File: config.mk
export PLATFORM = sky130hd
export DESIGN_NAME = shift_seq_ctrl
export DESIGN_NICKNAME = d
export VERILOG_FILES = /design/src/rtl/shift_seq_ctrl_pkg.sv /design/src/rtl/shift_step.sv /design/src/rtl/shift_seq_ctrl.sv
export SDC_FILE = /design/constraint.sdc
export NUM_CORES = 1
export LEC_CHECK = 0
export CAP_MARGIN = 15
export CORE_MARGIN = 3
export CORE_UTILIZATION = 33
export CTS_CLUSTER_DIAMETER = 150
export DETAILED_ROUTE_END_ITERATION = 16
export GPL_ROUTABILITY_DRIVEN = 0
export PLACE_DENSITY = 0.56
export SLEW_MARGIN = 20
export SYNTH_ARGS = -nofsm -noshare
export SYNTH_HDL_FRONTEND = slang
export SYNTH_SLANG_ARGS = --single-unit
File: constraint.sdc
create_clock -name clk_i -period 5.2 [get_ports clk_i]
set_input_delay 1.04 -clock clk_i [delete_from_list [all_inputs] [get_ports clk_i]]
set_output_delay 1.04 -clock clk_i [all_outputs]
set_load 0.02 [all_outputs]
File: src/rtl/shift_seq_ctrl_pkg.sv
// Shared constants for the multi-cycle shift sequencer: widths, op codes, FSM state encodings.
package shift_seq_ctrl_pkg;

    localparam int WIDTH = 16;
    localparam int CNT_W = 4;
    localparam int AMT_W = 3;

    localparam logic [1:0] OP_ROL = 2'b00;
    localparam logic [1:0] OP_SLL = 2'b01;
    localparam logic [1:0] OP_SRA = 2'b10;
    localparam logic [1:0] OP_SRL = 2'b11;

    localparam logic [1:0] ST_IDLE  = 2'd0;
    localparam logic [1:0] ST_SHIFT = 2'd1;
    localparam logic [1:0] ST_DONE  = 2'd2;

endpackage

File: src/rtl/shift_step.sv
// One combinational shift/rotate step by amt_i bits (1, 2 or 4); no state, zero latency.
module shift_step
    import shift_seq_ctrl_pkg::*;
(
    input  logic [WIDTH-1:0] data_i,
    input  logic [1:0]       op_i,
    input  logic [AMT_W-1:0] amt_i,
    output logic [WIDTH-1:0] data_o
);

    logic [2*WIDTH-1:0] dbl;

    always_comb begin
        // Rotate: shift a doubled copy and keep the upper half so MSBs wrap into the LSBs.
        dbl    = {data_i, data_i} << amt_i;
        data_o = data_i;
        case (op_i)
            OP_ROL:  data_o = dbl[2*WIDTH-1:WIDTH];
            OP_SLL:  data_o = data_i << amt_i;
            OP_SRA:  data_o = $signed(data_i) >>> amt_i;
            OP_SRL:  data_o = data_i >> amt_i;
            default: data_o = data_i;
        endcase
    end

endmodule

File: src/rtl/shift_seq_ctrl.sv
// Multi-cycle shift sequencer: done pulses ceil(cnt/2) + 1 cycles after start is accepted.
// Optional SHIFT_SEQ_FAST_EN adds 4-bit steps; start is only accepted in IDLE or DONE.
module shift_seq_ctrl
    import shift_seq_ctrl_pkg::*;
(
    input  logic             clk_i,
    input  logic             rst_i,
    input  logic             start_i,
    input  logic [WIDTH-1:0] in_i,
    input  logic [1:0]       op_i,
    input  logic [CNT_W-1:0] cnt_i,
    output logic             busy_o,
    output logic             done_o,
    output logic [WIDTH-1:0] out_o
);

    logic [1:0]       state_q, state_d;
    logic [WIDTH-1:0] acc_q,   acc_d;
    logic [CNT_W-1:0] rem_q,   rem_d;
    logic [1:0]       op_q,    op_d;
    logic [AMT_W-1:0] amt;
    logic [WIDTH-1:0] step_out;

    always_comb begin
`ifdef SHIFT_SEQ_FAST_EN
        if (rem_q >= 4'd4)      amt = 3'd4;
        else if (rem_q >= 4'd2) amt = 3'd2;
        else                    amt = 3'd1;
`else
        if (rem_q >= 4'd2) amt = 3'd2;
        else               amt = 3'd1;
`endif
    end

    shift_step u_step (
        .data_i (acc_q),
        .op_i   (op_q),
        .amt_i  (amt),
        .data_o (step_out)
    );

    always_comb begin
        state_d = state_q;
        acc_d   = acc_q;
        rem_d   = rem_q;
        op_d    = op_q;
        case (state_q)
            ST_IDLE, ST_DONE: begin
                if (start_i) begin
                    acc_d   = in_i;
                    rem_d   = cnt_i;
                    op_d    = op_i;
                    state_d = (cnt_i != '0) ? ST_SHIFT : ST_DONE;
                end else begin
                    state_d = ST_IDLE;
                end
            end
            ST_SHIFT: begin
                acc_d = step_out;
                rem_d = rem_q - {1'b0, amt};
                if (rem_q == {1'b0, amt}) state_d = ST_DONE;
            end
            default: state_d = ST_IDLE;
        endcase
    end

    always_ff @(posedge clk_i) begin
        if (rst_i) begin
            state_q <= ST_IDLE;
            acc_q   <= '0;
            rem_q   <= '0;
            op_q    <= OP_ROL;
        end else begin
            state_q <= state_d;
            acc_q   <= acc_d;
            rem_q   <= rem_d;
            op_q    <= op_d;
        end
    end

    assign busy_o = (state_q == ST_SHIFT);
    assign done_o = (state_q == ST_DONE);
    assign out_o  = acc_q;

endmodule

==> results.md <==
* Status: finished clean
* # rows at 23
* Yosys top cell area share at 32.1%
* Iteration-0 DRC count of the detailed router at 122
* Fin crit period at 3.25 ns
* I/O pins at 43
* Post-CTS Resized at 0
* Core area at 4170 um^2
* Die ar. at 5370 um^2
* Skew final at 0.00761 ns
* Area contributors post-synth: dfxtp_1, nand2_1, a22o_1, a311oi_1, a21oi_1
* Global-route wire length before repair at 7430 um
* Req. time, crit path at 4.16 ns
* Power per cell area at 360 nW/um^2
* Delay-heaviest family, CP: buffers and inverters
* Post-place instance area at 1900 um^2
* Cell leakage power at 0.685 nW
* Fill cells at 431
* Syn Inst Count at 193
* DRT antenna net count at 0
* Most frequent cells in the layout: nand2_1, clkdlybuf4s50_1, dfxtp_1
* DR WL/cell at 16.0 um
* Mean Syn Cell Area at 7.75 um^2
* Post-Syn Nets at 221
* DP HPWL at 3200 um
* Final Util at 47.3%
* Most used DFF post-synth: dfxtp_1
* Max Root-Sink Buffers at 2
* Slew Viols, Final at 0
* # H-tree levels at 1
* Routed Wire Length at 4400 um
* Min-Delay Path Class: register to register
* Kind of critical path: register to primary output
* Synth cell types at 42
* Sequential-to-total area share from yosys stat at 32.1%
* Final worst slack at 1.95 ns
* Leading area contributor after synthesis: dfxtp_1
* Residual DRC at 0
* CTS tree: done
* Synthesized cell area at 1500 um^2
* Final setup viols at 0
* Hold Buf Count CTS at 0
* Share of flip-flops with an asynchronous set or reset at 0%
* Vias in the first global route at 1584
* Storage cell area at 480 um^2
* GRT Overall Usage at 17.2%
* Final hold viol count at 0
* Vias per inst at 5.66
* GRT overflow at 0
* First-pass detailed-route iteration total at 4
* CP max FO at 19
* Antenna diode count at 0
* Setup crit end kind: primary output
* Clock-pin slew on the worst setup and hold paths at 0.10 ns
* Post-route setup TNS at 0 ns
* Synth Register Bits at 24
* Worst ir drop on vdd at 0.184 mV
* Largest net degree at the start of global routing at 27
* Share of layout cells above drive strength 1 at 5.78%
* Dpl ws at 1.97 ns
* Crit path largest cell delay at 0.72 ns
* CP Launch Type: register
* Clock root cell: clkbuf_8
* Max cap viols at 0
* Multi-input logic area at 906 um^2
* Initial antenna violation count at 0
* Number of synthesized flops with an enable pin at 0
* Via count of the routed design at 1556
* CP cell instances: nand2b_2, clkinv_1, clkdlybuf4s50_1
* Buffers on Ports at 42
* Later-pin clock latency in the skew report at 0.27 ns
* Chip width at 73.3 um
* WP buf/inv at 2
* Worst Tran Pin Value at 1.08 ns
* CP max stage cell: clkdlybuf4s50_1
* Final period util at 62.5%
* Hold Startpoint: op_q[0]
* Worst reg2reg startpoint: rem_q[2]
* TritonCTS Buffers at 3
* CP arrival at 2.21 ns
* Ys Warns at 0
* Fmax at 308 MHz
* Chip Height at 73.3 um
* Post-route design area at 1980 um^2
* Setup repair bufs after CTS at 0
* Clock sinks at 24
* Initial Utilization at 35.8%
* Layout area overhead at 32.1%
* RSZ-0062 raised after global routing: no
* Slew Limit Headroom at 27.7%
* Fin nets at 254
* Critical Path Source: state_q[1]
-- metal layers --
metal	track usage (%)	wire length, um	vias up
met5	0	0	-
met4	2.01	24	0
met3	3.42	222	2
met2	29.6	2100	45
met1	22.9	2060	735
li1	-	-	774
-- power breakdown --
part / total [mW] / switching [mW] / internal [mW]
clock network: 0.169 / 0.0663 / 0.103
registers: 0.248 / 0.0347 / 0.213
logic: 0.293 / 0.169 / 0.124
-- synth_stat cells (2+ instances only) --
master,count
o21ai_0,4
a31oi_1,5
ha_1,2
nand2_1,42
a21oi_1,17
clkbuf_1,8
nand2b_1,3
inv_1,4
a311oi_2,3
a211oi_1,3
buf_2,5
nor2_1,9
a311oi_1,11
a22o_1,11
nor2b_1,2
dfxtp_1,24
nand3_1,14
and3_1,2
-- final cells by class --
cell class / count / area share (%)
clock inverters: 1 / 1.52
flip-flops and latches: 24 / 24.3
multi-input cells: 148 / 45.9
repair buffers: 43 / 21.7
clock buffers: 3 / 2.09
well taps: 50 / 3.17
inverters: 6 / 1.39
-- cell families after synthesis --
group	after synthesis	share of synthesized area (%)
fa+ha+maj	3	3.01
flops	24	32.1
simple gates	82	25.6
compound gates	62	31.0
mux	1	0.669
buf+inv	21	7.61
-- per-stage QoR --
step,hold slack (ns),instances,total power [mW]
final,0.498,275,0.711
after global routing,0.512,275,0.760
after CTS,0.498,275,0.715
after detailed placement,0.485,271,0.545
after global placement,0.481,271,0.542
after floorplan,0.457,193,0.455
-- registers in the layout, summed over array words and instances (netlist names) --
name	cells
op_q	2
out_o	16
state_q	2
rem_q	4
-- final timing paths --
path	endpoint	slack (ns)	cells past startpoint
worst min register to register	op_q[0]	0.50	2
worst max-delay path	busy_o	1.95	3
worst max register to register	rem_q[1]	2.54	7
worst min-delay path	op_q[0]	0.50	2
-- worst register-to-register path, delay by kind of cell, from the launching register on --
kind	cells	cell delay, ns
AO/OA/AOI/OAI	1	0.21
adder cells (fa/ha/maj)	2	0.79
buffers and inverters	1	0.32
flip-flops	1	0.46
AND/OR/NAND/NOR	3	0.74
Note: power is estimated with default switching activity, not from simulation.
